===== src/rtl/load_store_unit_if.sv =====
// rtl/load_store_unit_if.sv - core-side and memory-side signal bundle for load_store_unit
interface load_store_unit_if;
    logic        cpu_read;
    logic        cpu_write;
    logic [2:0]  cpu_option;
    logic [31:0] cpu_address;
    logic [31:0] cpu_write_data;
    logic [31:0] cpu_read_data;
    logic        cpu_response;
    logic        cpu_busy;
    logic        cpu_error;
    logic        mem_read;
    logic        mem_write;
    logic [2:0]  mem_option;
    logic [31:0] mem_address;
    logic [31:0] mem_write_data;
    logic [31:0] mem_read_data;
    logic        mem_response;

    // Environment view: the core plus the Memory peripheral.
    modport master (
        output cpu_read, cpu_write, cpu_option, cpu_address, cpu_write_data,
        output mem_read_data, mem_response,
        input  cpu_read_data, cpu_response, cpu_busy, cpu_error,
        input  mem_read, mem_write, mem_option, mem_address, mem_write_data
    );

    modport slave (
        input  cpu_read, cpu_write, cpu_option, cpu_address, cpu_write_data,
        input  mem_read_data, mem_response,
        output cpu_read_data, cpu_response, cpu_busy, cpu_error,
        output mem_read, mem_write, mem_option, mem_address, mem_write_data
    );
endinterface


===== src/rtl/load_store_unit.sv =====
// rtl/load_store_unit.sv - sub-word load/store adapter over a word-only memory
// Optional macro LSU_MISALIGN_TRAP_EN: misaligned H/W accesses trap instead of being forced aligned.
module load_store_unit #(
    parameter int RESPONSE_TIMEOUT = 16
) (
    input logic              clk,
    input logic              reset,
    load_store_unit_if.slave bus
);
    localparam int CW = (RESPONSE_TIMEOUT > 2) ? $clog2(RESPONSE_TIMEOUT) : 1;
    localparam logic [CW-1:0] TMO_LAST = CW'((RESPONSE_TIMEOUT > 0) ? RESPONSE_TIMEOUT - 1 : 0);

    typedef enum logic [1:0] {IDLE, READ, WRITE, DONE} state_t;

    state_t        state_q;
    logic [31:0]   addr_q;
    logic [31:0]   wdata_q;
    logic [31:0]   word_buf_q;
    logic [31:0]   rdata_q;
    logic [2:0]    opt_q;
    logic          is_store_q;
    logic          err_q;
    logic          resp_q;
    logic          cpu_err_q;
    logic [CW-1:0] cnt_q;

    logic          req;
    logic          req_store;
    logic          req_byte;
    logic          req_half;
    logic          req_word;
    logic [31:0]   req_addr;
    logic          trap_hit;
    logic          tmo_hit;
    logic [7:0]    ld_byte;
    logic [15:0]   ld_half;
    logic [31:0]   ld_value;
    logic [31:0]   wdata_merge;

    assign req       = bus.cpu_read | bus.cpu_write;
    assign req_store = bus.cpu_write & ~bus.cpu_read;
    assign req_byte  = (bus.cpu_option[1:0] == 2'b00);
    assign req_half  = (bus.cpu_option[1:0] == 2'b01);
    assign req_word  = ~req_byte & ~req_half;

`ifdef LSU_MISALIGN_TRAP_EN
    assign req_addr = bus.cpu_address;
    assign trap_hit = (req_half & bus.cpu_address[0]) | (req_word & (|bus.cpu_address[1:0]));
`else
    always_comb begin
        req_addr = bus.cpu_address;
        if (req_half) req_addr[0] = 1'b0;
        if (req_word) req_addr[1:0] = 2'b00;
    end
    assign trap_hit = 1'b0;
`endif

    assign tmo_hit = (RESPONSE_TIMEOUT > 0) && (cnt_q == TMO_LAST);

    assign ld_byte = word_buf_q[{addr_q[1:0], 3'b000} +: 8];
    assign ld_half = word_buf_q[{addr_q[1], 4'b0000} +: 16];

    always_comb begin
        case (opt_q)
            3'b000:  ld_value = {{24{ld_byte[7]}}, ld_byte};
            3'b001:  ld_value = {{16{ld_half[15]}}, ld_half};
            3'b100:  ld_value = {24'h000000, ld_byte};
            3'b101:  ld_value = {16'h0000, ld_half};
            default: ld_value = word_buf_q;
        endcase
    end

    // Read-modify-write merge: only B/H stores ever pass through READ with is_store_q set.
    always_comb begin
        wdata_merge = bus.mem_read_data;
        if (opt_q[1:0] == 2'b01)
            wdata_merge[{addr_q[1], 4'b0000} +: 16] = wdata_q[15:0];
        else
            wdata_merge[{addr_q[1:0], 3'b000} +: 8] = wdata_q[7:0];
    end

    always_ff @(posedge clk) begin
        if (reset) begin
            state_q    <= IDLE;
            addr_q     <= '0;
            wdata_q    <= '0;
            word_buf_q <= '0;
            rdata_q    <= '0;
            opt_q      <= '0;
            is_store_q <= 1'b0;
            err_q      <= 1'b0;
            resp_q     <= 1'b0;
            cpu_err_q  <= 1'b0;
            cnt_q      <= '0;
        end else begin
            resp_q    <= 1'b0;
            cpu_err_q <= 1'b0;
            rdata_q   <= '0;
            case (state_q)
                IDLE: begin
                    if (req) begin
                        addr_q     <= req_addr;
                        opt_q      <= bus.cpu_option;
                        wdata_q    <= bus.cpu_write_data;
                        is_store_q <= req_store;
                        err_q      <= 1'b0;
                        cnt_q      <= '0;
                        if (trap_hit) begin
                            err_q   <= 1'b1;
                            state_q <= DONE;
                        end else if (req_store && req_word) begin
                            state_q <= WRITE;
                        end else begin
                            state_q <= READ;
                        end
                    end
                end
                READ: begin
                    if (bus.mem_response) begin
                        word_buf_q <= bus.mem_read_data;
                        cnt_q      <= '0;
                        if (is_store_q) begin
                            wdata_q <= wdata_merge;
                            state_q <= WRITE;
                        end else begin
                            state_q <= DONE;
                        end
                    end else if (tmo_hit) begin
                        err_q   <= 1'b1;
                        cnt_q   <= '0;
                        state_q <= DONE;
                    end else begin
                        cnt_q <= cnt_q + 1'b1;
                    end
                end
                WRITE: begin
                    if (bus.mem_response) begin
                        cnt_q   <= '0;
                        state_q <= DONE;
                    end else if (tmo_hit) begin
                        err_q   <= 1'b1;
                        cnt_q   <= '0;
                        state_q <= DONE;
                    end else begin
                        cnt_q <= cnt_q + 1'b1;
                    end
                end
                DONE: begin
                    resp_q    <= 1'b1;
                    cpu_err_q <= err_q;
                    rdata_q   <= (is_store_q || err_q) ? 32'h0 : ld_value;
                    cnt_q     <= '0;
                    state_q   <= IDLE;
                end
                default: state_q <= IDLE;
            endcase
        end
    end

    assign bus.cpu_read_data  = rdata_q;
    assign bus.cpu_response   = resp_q;
    assign bus.cpu_error      = cpu_err_q;
    assign bus.cpu_busy       = (state_q != IDLE);
    // Strobes are masked by reset so an abandoned access never reaches memory.
    assign bus.mem_read       = (state_q == READ) && !reset;
    assign bus.mem_write      = (state_q == WRITE) && !reset;
    assign bus.mem_option     = 3'b010;
    assign bus.mem_address    = {addr_q[31:2], 2'b00};
    assign bus.mem_write_data = wdata_q;
endmodule


===== src/flat_wrapper.sv =====
// flat-port wrapper written by rule: the top's interface ports become plain ports
module load_store_unit_flat 
#(
    parameter int RESPONSE_TIMEOUT = 16
)
  (clk, reset, bus_cpu_read, bus_cpu_write, bus_cpu_option, bus_cpu_address, bus_cpu_write_data, bus_mem_read_data, bus_mem_response, bus_cpu_read_data, bus_cpu_response, bus_cpu_busy, bus_cpu_error, bus_mem_read, bus_mem_write, bus_mem_option, bus_mem_address, bus_mem_write_data);
  load_store_unit_if bus_i ();
  input logic clk;
  input logic reset;
  input wire logic [$bits(bus_i.cpu_read)-1:0] bus_cpu_read;
  input wire logic [$bits(bus_i.cpu_write)-1:0] bus_cpu_write;
  input wire logic [$bits(bus_i.cpu_option)-1:0] bus_cpu_option;
  input wire logic [$bits(bus_i.cpu_address)-1:0] bus_cpu_address;
  input wire logic [$bits(bus_i.cpu_write_data)-1:0] bus_cpu_write_data;
  input wire logic [$bits(bus_i.mem_read_data)-1:0] bus_mem_read_data;
  input wire logic [$bits(bus_i.mem_response)-1:0] bus_mem_response;
  output wire logic [$bits(bus_i.cpu_read_data)-1:0] bus_cpu_read_data;
  output wire logic [$bits(bus_i.cpu_response)-1:0] bus_cpu_response;
  output wire logic [$bits(bus_i.cpu_busy)-1:0] bus_cpu_busy;
  output wire logic [$bits(bus_i.cpu_error)-1:0] bus_cpu_error;
  output wire logic [$bits(bus_i.mem_read)-1:0] bus_mem_read;
  output wire logic [$bits(bus_i.mem_write)-1:0] bus_mem_write;
  output wire logic [$bits(bus_i.mem_option)-1:0] bus_mem_option;
  output wire logic [$bits(bus_i.mem_address)-1:0] bus_mem_address;
  output wire logic [$bits(bus_i.mem_write_data)-1:0] bus_mem_write_data;
  assign bus_i.cpu_read = bus_cpu_read;
  assign bus_i.cpu_write = bus_cpu_write;
  assign bus_i.cpu_option = bus_cpu_option;
  assign bus_i.cpu_address = bus_cpu_address;
  assign bus_i.cpu_write_data = bus_cpu_write_data;
  assign bus_i.mem_read_data = bus_mem_read_data;
  assign bus_i.mem_response = bus_mem_response;
  assign bus_cpu_read_data = bus_i.cpu_read_data;
  assign bus_cpu_response = bus_i.cpu_response;
  assign bus_cpu_busy = bus_i.cpu_busy;
  assign bus_cpu_error = bus_i.cpu_error;
  assign bus_mem_read = bus_i.mem_read;
  assign bus_mem_write = bus_i.mem_write;
  assign bus_mem_option = bus_i.mem_option;
  assign bus_mem_address = bus_i.mem_address;
  assign bus_mem_write_data = bus_i.mem_write_data;
  load_store_unit #(.RESPONSE_TIMEOUT(RESPONSE_TIMEOUT)) u_core (.clk(clk), .reset(reset), .bus(bus_i));
endmodule

===== config.mk =====
export PLATFORM = sky130hd
export DESIGN_NAME = load_store_unit_flat
export DESIGN_NICKNAME = d
export VERILOG_FILES = /design/src/rtl/load_store_unit_if.sv /design/src/rtl/load_store_unit.sv /design/src/flat_wrapper.sv
export SDC_FILE = /design/constraint.sdc
export NUM_CORES = 1
export LEC_CHECK = 0
export BUFFER_PORTS_ARGS = -buffer_cell sky130_fd_sc_hd__buf_4
export CAP_MARGIN = 20
export CORE_MARGIN = 4
export CORE_UTILIZATION = 41
export CTS_BUF_LIST = sky130_fd_sc_hd__clkbuf_4 sky130_fd_sc_hd__clkbuf_8
export DETAILED_ROUTE_END_ITERATION = 10
export GPL_TIMING_DRIVEN = 0
export PLACE_DENSITY_LB_ADDON = 0.05
export SYNTH_ARGS = -nofsm -noshare
export SYNTH_HDL_FRONTEND = slang
export SYNTH_SLANG_ARGS = --single-unit

===== constraint.sdc =====
create_clock -name clk -period 2.4 [get_ports clk]
set_input_delay 0.36 -clock clk [delete_from_list [all_inputs] [get_ports clk]]
set_output_delay 0.36 -clock clk [all_outputs]
set_load 0.02 [all_outputs]

# --- Word-level counts from Yosys, hierarchy flattened ---
# Index checks and enable logic that the tools add are counted.
# W data, S select, Z words.
totals:
  register_bits: 141
classes:
  reduce_logical: 18
  mux: 26
  eq_ne: 14
  addsub: 3
  shift: 6
  n_bitwise: 7
op_table:
  columns: ["cell", "count"]
  rows:
  - ["$mux W32", 4]
  - ["$pmux W32 S4", 1]
  - ["$bwmux W32", 2]
  - ["$pmux W32 S2", 1]
  - ["$shift A16 B7 Y32 const A", 1]
  - ["$shift A8 B7 Y32 const A", 1]
  - ["$shiftx A16 B7 Y32", 1]
  - ["$shiftx A32 B6 Y16", 1]
  - ["$shiftx A32 B6 Y8", 1]
  - ["$shiftx A8 B7 Y32", 1]
  - ["$neg A5 Y7", 2]
  - ["$mux W2", 6]
  - ["$mux W4", 3]
  - ["$pmux W4 S3", 1]
  - ["$pmux W2 S4", 1]
  - ["$reduce_and A4 Y1", 2]
  - ["$eq A2 B1 Y1 const B", 3]
  - ["$eq A3 B3 Y1 const B", 2]
  - ["$mux W1", 6]
  - ["$ne A2 B1 Y1 const B", 3]
  - ["$reduce_bool A2 Y1", 3]
  - ["$add A4 B1 Y4 const B", 1]
  - ["$eq A2 B2 Y1 const B", 2]
  - ["$eq A4 B4 Y1 const B", 1]
  - ["14 further kinds", 24]

# --- Depth between registers and ports, before layout ---
# Gate-level depths: netlist (run 1).
logic_depth:
  word_depth: 7
  mapped_depth: 9

# --- Least setup slack after synthesis (run 1) ---
# No wires, ideal clock.
synth_timing:
  path_type: "reg-to-reg"
  startpoint: "register u_core.addr_q[1]"
  endpoint: "register u_core.wdata_q[26] (netlist: u_core.bus.mem_write_data[26])"
  path_stages_with_launch: 9
  arrival_time_ps: 2524
  t_required_ps: 2314
  synth_period_minus_slack_ps: 2609
  setup_ps: 86
  path_slack_ps: -209
  cell_sequence: "dfxtp_1 -> buf_1 -> clkbuf_1 -> inv_1 -> ha_1 -> nor4bb_1 -> and3_1 -> a22oi_1 -> a211oi_1"
synth_via:
  elab_chain_len: 7
  elab_cells_between_ends: 12
  cone_classes: "add/sub: 2; shift: 4; mux: 6"
synth_rtl:
  columns: ["element", "line", "source"]
  rows:
  - ["from (decl)", "load_store_unit.sv:16", "logic [31:0] addr_q;"]
  - ["from (signal assigned)", "load_store_unit.sv:102", "addr_q <= req_addr;"]
  - ["$neg A5 Y7 (on tied branches)", "load_store_unit.sv:77, load_store_unit.sv:79", null]
  - ["$shiftx A16 B7 Y32, or another cell as far along", "load_store_unit.sv:77", "wdata_merge[{addr_q[1], 4'b0000} +: 16] = wdata_q[15:0];"]
  - ["$bwmux W32 (on tied branches)", "load_store_unit.sv:77, load_store_unit.sv:79", null]
  - ["$mux W32 (*)", "load_store_unit.sv:76", "if (opt_q[1:0] == 2'b01)"]
  - ["$mux W32 (*)", "load_store_unit.sv:122", "if (is_store_q) begin"]
  - ["$mux W32 (*)", "load_store_unit.sv:119", "if (bus.mem_response) begin"]
  - ["$pmux W32 S2 (*)", "load_store_unit.sv:99", "case (state_q)"]
  - ["to (signal assigned)", "load_store_unit.sv:104", "wdata_q <= bus.cpu_write_data;"]
  - ["to (signal assigned)", "load_store_unit.sv:123", "wdata_q <= wdata_merge;"]
  - ["to (decl)", "load_store_unit.sv:17", "logic [31:0] wdata_q;"]
# Every way passes the cells marked *; elsewhere a longest branch is shown, timed or not. The select of a mux whose other input is x is not followed.
# A chain may end at the register's enable or synchronous reset.

# --- Final worst setup path (run 1) ---
layout_timing:
  startpoint: "register u_core.state_q[0]"
  endpoint: "output bus_mem_read"
layout_via:
  elab_chain_len: 2
layout_rtl:
  columns: ["element", "line", "source"]
  rows:
  - ["from (decl)", "load_store_unit.sv:15", "state_t state_q;"]
  - ["from (signal assigned)", "load_store_unit.sv:84", "state_q <= IDLE;"]
  - ["from (signal assigned)", "load_store_unit.sv:110", "state_q <= DONE;"]
  - ["from (signal assigned)", "load_store_unit.sv:112", "state_q <= WRITE;"]
  - ["$eq A2 B1 Y1", "load_store_unit.sv:165", "assign bus.mem_read = (state_q == READ) && !reset;"]
  - ["$logic_and A1 B1 Y1", "load_store_unit.sv:165", null]
  - ["to (decl)", "flat_wrapper.sv:21", "output wire logic [$bits(bus_i.mem_read)-1:0] bus_mem_read;"]
# No other way between the ends.

==> key figures, run 1 <==
Logic synthesis
  – Post-synth top area share: around 44%
  – Post-Syn Area: 6350 um2
  – Area leader, netlist: dfxtp_1
  – Post-synth EDFFs: 0
  – Mapped Avg Cell Area: 8.19 um2
  – Ys async rst share: 0%
  – Synthesis warning total: 0
  – Post-synthesis cell type count: 51
  – Syn Inst Count: 775
  – Top area cells in the synthesized netlist: dfxtp_1 (44%), nand2_1 (10%), a221oi_1 (6.5%)
  – Seq cells post-synth: 141
  – Post-synth top flop: dfxtp_1
  – Sequential area share after synthesis: ~44%

Hold path
  – Hold WC Path Type: in -> reg
  – Hold Startpoint: bus_cpu_read

Placed design
  – Dpl cell area: roughly 8000 um2
  – Pre-CTS setup slack: -0.742 ns
  – Placed cells: approximately 1200
  – Detailed Place HPWL: 16.8 mm
  – PortBufs: 200
  – Gpl congestion: 0.889

Final layout
  – Fin util: a little under three fifths
  – Final cell count without fillers: 1198
  – Final instance area: a little under 9000 um2
  – Fin nets: 1111
  – Area Growth Syn to Fin: 36.5%
  – Layout cells sized above 1: a little under 30%
  – Diode count: 0

Route
  – DR pass1 iterations: 5
  – Wire length per cell: between 15 and 20 um
  – Post-route DRC violation count: 0
  – Vias post-DR: 6394
  – Vias/cell: approximately 5.3
  – Total Wirelength: between 20 and 25 mm
  – Drt first-iter violations: 655
  – Post-DRT Antenna Nets: 0

Clocking
  – Root Buffer: clkbuf_8
  – Cts bufs inserted: 17
  – Cts hold-fix bufs: 0
  – Clk_lat worst skew: 0.47 ns
  – CTS tree: built
  – H-tree levels: 4
  – Clock Path Buffers: 2
  – Clock sinks: roughly 140
  – Clock transition at path regs: 0.08 ns

Timing
  – Worst slew pin tran: 0.858 ns
  – Final setup violation count: 0
  – Unrepaired setup endpoints after global routing: true
  – Setup ws final: 0.0559 ns
  – Maximum clock frequency: between 0.4 and 0.5 GHz
  – Final hold violations: 0
  – Relative slew slack: 42.5%
  – Fin Hold WS: between 0.1 and 0.15 ns
  – Tmin final: around 2.3 ns
  – Period utilization: 97.7%
  – Final setup skew: 0.0163 ns
  – Setup_tns: 0 ns
  – Slew Viols, Final: 0

Floorplanning
  – Die area: about 18000 um2
  – # rows: 45
  – IO Count: 208
  – Die width: about 130 um
  – Starting Density: roughly two fifths
  – Die Y: 132 um
  – Core area: roughly 15000 um2

Setup path
  – Critical Path End Type: output port
  – Critical Path Source: u_core.state_q[0]
  – WP buf/inv: 4
  – Biggest cell delay along the critical path: between 0.4 and 0.5 ns
  – Data arrival, critical path: 1.98 ns
  – Worst Path Max Fanout: 10
  – Reg2reg start: u_core.addr_q[1]
  – Critical setup path kind: reg -> out
  – CP required: 2.04 ns
  – Slowest cell on crit path: dfxtp_1
  – Crit path max-delay family: buffers and inverters
  – Startpoint Class: flop
  – Cell breakdown of the critical path: ha_2 -> inv_1 -> clkbuf_8 -> clkbuf_4 -> nor2_1 -> buf_4

Power and ir drop
  – Peak VDD IR: 0.670 mV
  – Static Leak: 3.74 nW
  – Pwr Density: 1080 nW/um2
  – Total power: between 9 and 10 mW

Status
  – Status: finished clean

Job
  – Max_cap viols: 0

Global routing
  – Vias in the first global route: 6176
  – First-pass GRT wire length: 33.2 mm
  – GRT Resource Usage Total: 24.1%
  – Overflow after GRT: 0
  – Initial antenna violation count: 0
  – Largest net degree at the start of global routing: 20
path summary, 6_finish.rpt:
| check | slack, ns | depth (start not counted) | end |
|---|---|---|---|
| max reg2reg | 0.12 | 7 | u_core.bus.mem_write_data[26] |
| min | 0.13 | 2 | u_core.is_store_q |
| min reg2reg | 0.45 | 2 | u_core.addr_q[3] |
| max | 0.06 | 6 | bus_mem_read |
registers in the layout (all words and copies together), names as in the netlist, 2 cells and up:
register and flops:
u_core.addr_q 32, u_core.bus.cpu_read_data 32, u_core.bus.mem_write_data 32, u_core.word_buf_q 32
u_core.cnt_q 4, u_core.opt_q 3, u_core.state_q 2
final cells by class:
class                      count  area, um2
buffer                        88        510
clock buffer                  23        310
clock inverter                 9        179
fill                        1491       6540
inverter                      31        116
multi-input combinational    516       2970
sequential                   141       2830
tap                          188        235
timing repair buffer         202       1520
synth_stat cells, types with 5 or more instances:
cell	instances
a22oi_1	7
clkbuf_1	43
a221oi_1	47
ha_1	10
inv_1	31
mux2i_1	6
nor3_1	10
nand2_1	175
nor3b_1	6
dfxtp_1	141
a211oi_1	22
a21o_1	18
o41ai_1	6
buf_2	7
a21oi_1	80
nand2b_1	5
buf_4	35
o21ai_0	16
nor2_1	40
nand3b_1	8
nor2b_1	6
nand3_1	5
where the power goes:
part	internal (mW)	switching (mW)
combinational	1.52	2.33
sequential	2.80	0.392
clock	1.39	0.936
total	5.72	3.65
timing repair:
action	4_1_cts	5_1_grt
resized for setup	12	7
pin swaps	0	2
setup endpoints to repair	34	31
setup buffers	0	2
cell usage in the layout, fill, tap and decap left out, types with 4 or more instances in the layout:
cell type / n
buf_4: 238
nand2_1: 175
dfxtp_1: 138
a21oi_1: 80
a221oi_1: 47
nor2_1: 40
clkbuf_1: 38
inv_1: 31
clkbuf_8: 23
a211oi_1: 22
a21o_1: 18
o21ai_0: 16
nor3_1: 10
ha_1: 9
nand3b_1: 8
buf_2: 7
a22oi_1: 7
nor2b_1: 6
nor3b_1: 6
mux2i_1: 6
o41ai_1: 6
nand2b_1: 5
nand3_1: 5
conb_1: 5
bufinv_16: 5
and3_1: 4
o22ai_1: 4
logic make-up after synthesis:
group,synth area share (%)
buf+inv,9.60
compound gates,24.0
fa+ha+maj,1.97
other cells,0.118
mux,1.12
simple gates,18.7
flops,44.5
per-layer routing:
layer / GRT usage [%] / part of all wire, %
met5: 0 / 0
met4: 7.04 / 2.1
met3: 9.13 / 11
met2: 37.5 / 45
met1: 31.2 / 42
Power figures use the tool's default switching activity.
==> run 2: changes to the inputs <==
--- a/config.mk
+++ b/config.mk
@@ -12,7 +12,7 @@
 export CTS_BUF_LIST = sky130_fd_sc_hd__clkbuf_4 sky130_fd_sc_hd__clkbuf_8
 export DETAILED_ROUTE_END_ITERATION = 10
 export GPL_TIMING_DRIVEN = 0
-export PLACE_DENSITY_LB_ADDON = 0.05
+export PLACE_DENSITY = 0.69
 export SYNTH_ARGS = -nofsm -noshare
 export SYNTH_HDL_FRONTEND = slang
 export SYNTH_SLANG_ARGS = --single-unit
==> constraint.sdc (replaced) <==
create_clock -name clk -period 2.4 [get_ports clk]
set_input_delay 0.36 -clock clk [delete_from_list [all_inputs] [get_ports clk]]
set_output_delay 0.36 -clock clk [all_outputs]
set_load 0.1 [all_outputs]
==> run 2 against run 1 <==
Against the previous run:
- critical path depth fell by 1
- global-route usage increased by 0.28 points
- first-iteration DRC count down 21%
- die area is the same
- sequential power hardly changed
- hold slack improved by 0.017 ns
- sequential share of layout area grew 0.13 points
- critical path type is now in -> out
- largest cell class unchanged
- highest routed layer unchanged
==> key figures, run 2 (same netlist as run 1, synthesis figures left out) <==
Global routing
  – Largest net degree at the start of global routing: 20 (unchanged)
  – Initial antenna violation count: 0 (unchanged)
  – GR Util met3: 8.21% (-0.91 points)
  – First-pass GRT wire length: 33.7 mm (+1.7%)
  – Overflow after GRT: 0 (unchanged)
  – Met2 Usage GRT: 38.3% (+0.79 points)
  – Vias in the first global route: 6228 (+0.84%)
  – Global-route met1 utilization: 31.4% (+0.21 points)
  – Top Usage Layer GRT: met2
  – GRT Resource Usage Total: 24.4% (+0.28 points)

Final layout
  – Fin nets: 1113 (+0.18%)
  – Diode count: 0 (unchanged)
  – Commonest non-fill, non-tap cell in the layout: buf_4
  – Final cell count without fillers: 1199 (+0.083%)
  – Final instance area: 8630 um2 (-0.36%)
  – Layout cells sized above 1: 29.9% (+0.37 points)
  – Area Growth Syn to Fin: 36.0%
  – Fin util: 56.8% (-0.21 points)
  – Commonest cells after routing, fill and taps aside: buf_4 (239), nand2_1 (175), dfxtp_1 (137)

Power and ir drop
  – Total power: 11.3 mW (+20%)
  – Pwr Density: 1300 nW/um2 (+21%)
  – Static Leak: 3.72 nW (-0.59%)
  – Peak VDD IR: 0.925 mV (+38%)

Timing
  – Period utilization: 95.4% (-2.3 points)
  – Fin Hold WS: 0.144 ns (+0.0171 ns)
  – Unrepaired setup endpoints after global routing: false
  – Final hold violations: 0 (unchanged)
  – Maximum clock frequency: 0.437 GHz (+2.4%)
  – Final setup skew: 0.0130 ns (-0.00326 ns)
  – Tmin final: 2.29 ns (-0.0540 ns)
  – Final setup violation count: 0 (unchanged)
  – Slew Viols, Final: 0 (unchanged)
  – Relative slew slack: 49.0% (+6.5 points)
  – Worst slew pin tran: 0.761 ns (-0.0972 ns)

Floorplanning
  – Die width: 132 um (unchanged)
  – Starting Density: 41.8% (unchanged)
  – Die Y: 132 um (unchanged)
  – # rows: 45 (unchanged)
  – IO Count: 208 (unchanged)
  – Core area: 15200 um2 (unchanged)
  – Die area: 17500 um2 (unchanged)

Hold path
  – Hold path endpoint: u_core.is_store_q
  – WHS Path Cells: 2 (unchanged)
  – Hold Startpoint: bus_cpu_read
  – Hold WC Path Type: in -> reg

Clocking
  – Clock Path Buffers: 2 (unchanged)
  – Clock sinks: 141 (unchanged)
  – Root Buffer: clkbuf_8
  – Clock transition at path regs: 0.08 ns (about the same)
  – H-tree levels: 4 (unchanged)
  – Cts hold-fix bufs: 0 (unchanged)
  – Cts bufs inserted: 17 (unchanged)
  – CTS tree: built
  – Clk_lat worst skew: 0.46 ns (about the same)

Setup path
  – Startpoint Class: input port
  – Top cell by count, worst path: clkbuf_1
  – R2R Setup Slk: 0.14 ns (+0.02 ns)
  – Biggest cell delay along the critical path: 0.57 ns (+0.15 ns)
  – Critical Path Source: reset
  – Reg-to-reg endpoint: u_core.bus.mem_write_data[8]
  – Cell count of the worst reg-to-reg path: 7 (unchanged)
  – Worst Path Max Fanout: 10 (unchanged)
  – Cell breakdown of the critical path: clkbuf_1 -> clkbuf_1 -> clkbuf_1 -> nor2_4 -> buf_12
  – Critical Path End Type: output port
  – Reg2reg start: u_core.state_q[1]
  – Critical setup path kind: in -> out
  – CP required: 2.04 ns (about the same)
  – Data arrival, critical path: 1.93 ns (-0.05 ns)
  – Slowest cell on crit path: clkbuf_1

Route
  – Total Wirelength: 21.8 mm (+0.43%)
  – DR pass1 iterations: 5 (unchanged)
  – Drt first-iter violations: 516 (-21%)
  – Vias post-DR: 6479 (+1.3%)
  – Wire length per cell: 18.2 um (+0.34%)
  – Vias/cell: 5.40 (+1.2%)
  – Post-DRT Antenna Nets: 0 (unchanged)
  – Post-route DRC violation count: 0 (unchanged)

Placed design
  – Dpl cell area: 8110 um2 (+0.11%)
  – Detailed Place HPWL: 16.9 mm (+0.58%)
  – PortBufs: 200 (unchanged)
  – Placed cells: 1166 (unchanged)
  – Gpl congestion: 0.947 (+6.6%)

Status
  – Status: finished clean

Job
  – Max_cap viols: 0 (unchanged)
==> run 2: final cells by class <==
cell class                      count  area, um2
Clock buffer                       20        275
Buffer                             87        510
Sequential cell                   141       2830
Timing Repair Buffer              205       1560
Inverter                           31        116
Clock inverter                     11        116
Fill cell                        1481       6570
Multi-Input combinational cell    516       2990
Tap cell                          188        235
==> run 2: how the worst max path moves through the flow <==
stage                                               end  cells past startpoint  slack, ns
after floorplan                           bus_mem_write                      3       0.02
after global placement    u_core.bus.mem_write_data[21]                      8      -0.55
after detailed placement  u_core.bus.mem_write_data[21]                      8      -0.54
after CTS                 u_core.bus.mem_write_data[23]                      8      -0.01
after global routing      u_core.bus.mem_write_data[28]                      7      0.004
final                                      bus_mem_read                      5       0.11
==> run 2: worst max-delay path: cells and delay by family <==
kind | cells | cell delay (ns)
and+or+nand+nor | 1 | 0.07
buffers and inverters | 4 | 1.50
==> run 2: per-layer routing <==
metal  up-vias  share of wire [%]
met2       327                 45
li1       3123                  -
met4         0                2.6
met5         -                  0
met3        41                 10
met1      2988                 42
==> run 2: repair_timing <==
action / in CTS / in global routing
gates resized for setup: 14 / 12
pin swaps: 2 / 1
hold endpoints to repair: 0 / 0
setup endpoints to repair: 34 / 34
setup buffers: 5 / 0
==> run 2: per-stage QoR <==
step / setup TNS, ns / worst slack (ns)
finish: 0 / 0.110
floorplan: 0 / 0.0207
global placement: -10.54 / -0.553
detailed placement: -11.35 / -0.544
global route: 0 / 0.00390
CTS: -0.00958 / -0.00958
==> run 2: power by group <==
group	leakage, nW	internal (mW)	switching [mW]
Sequential	1.15	2.81	0.381
Combinational	2.37	1.56	4.59
Clock	0.197	0.993	0.925
Total	3.72	5.35	5.90
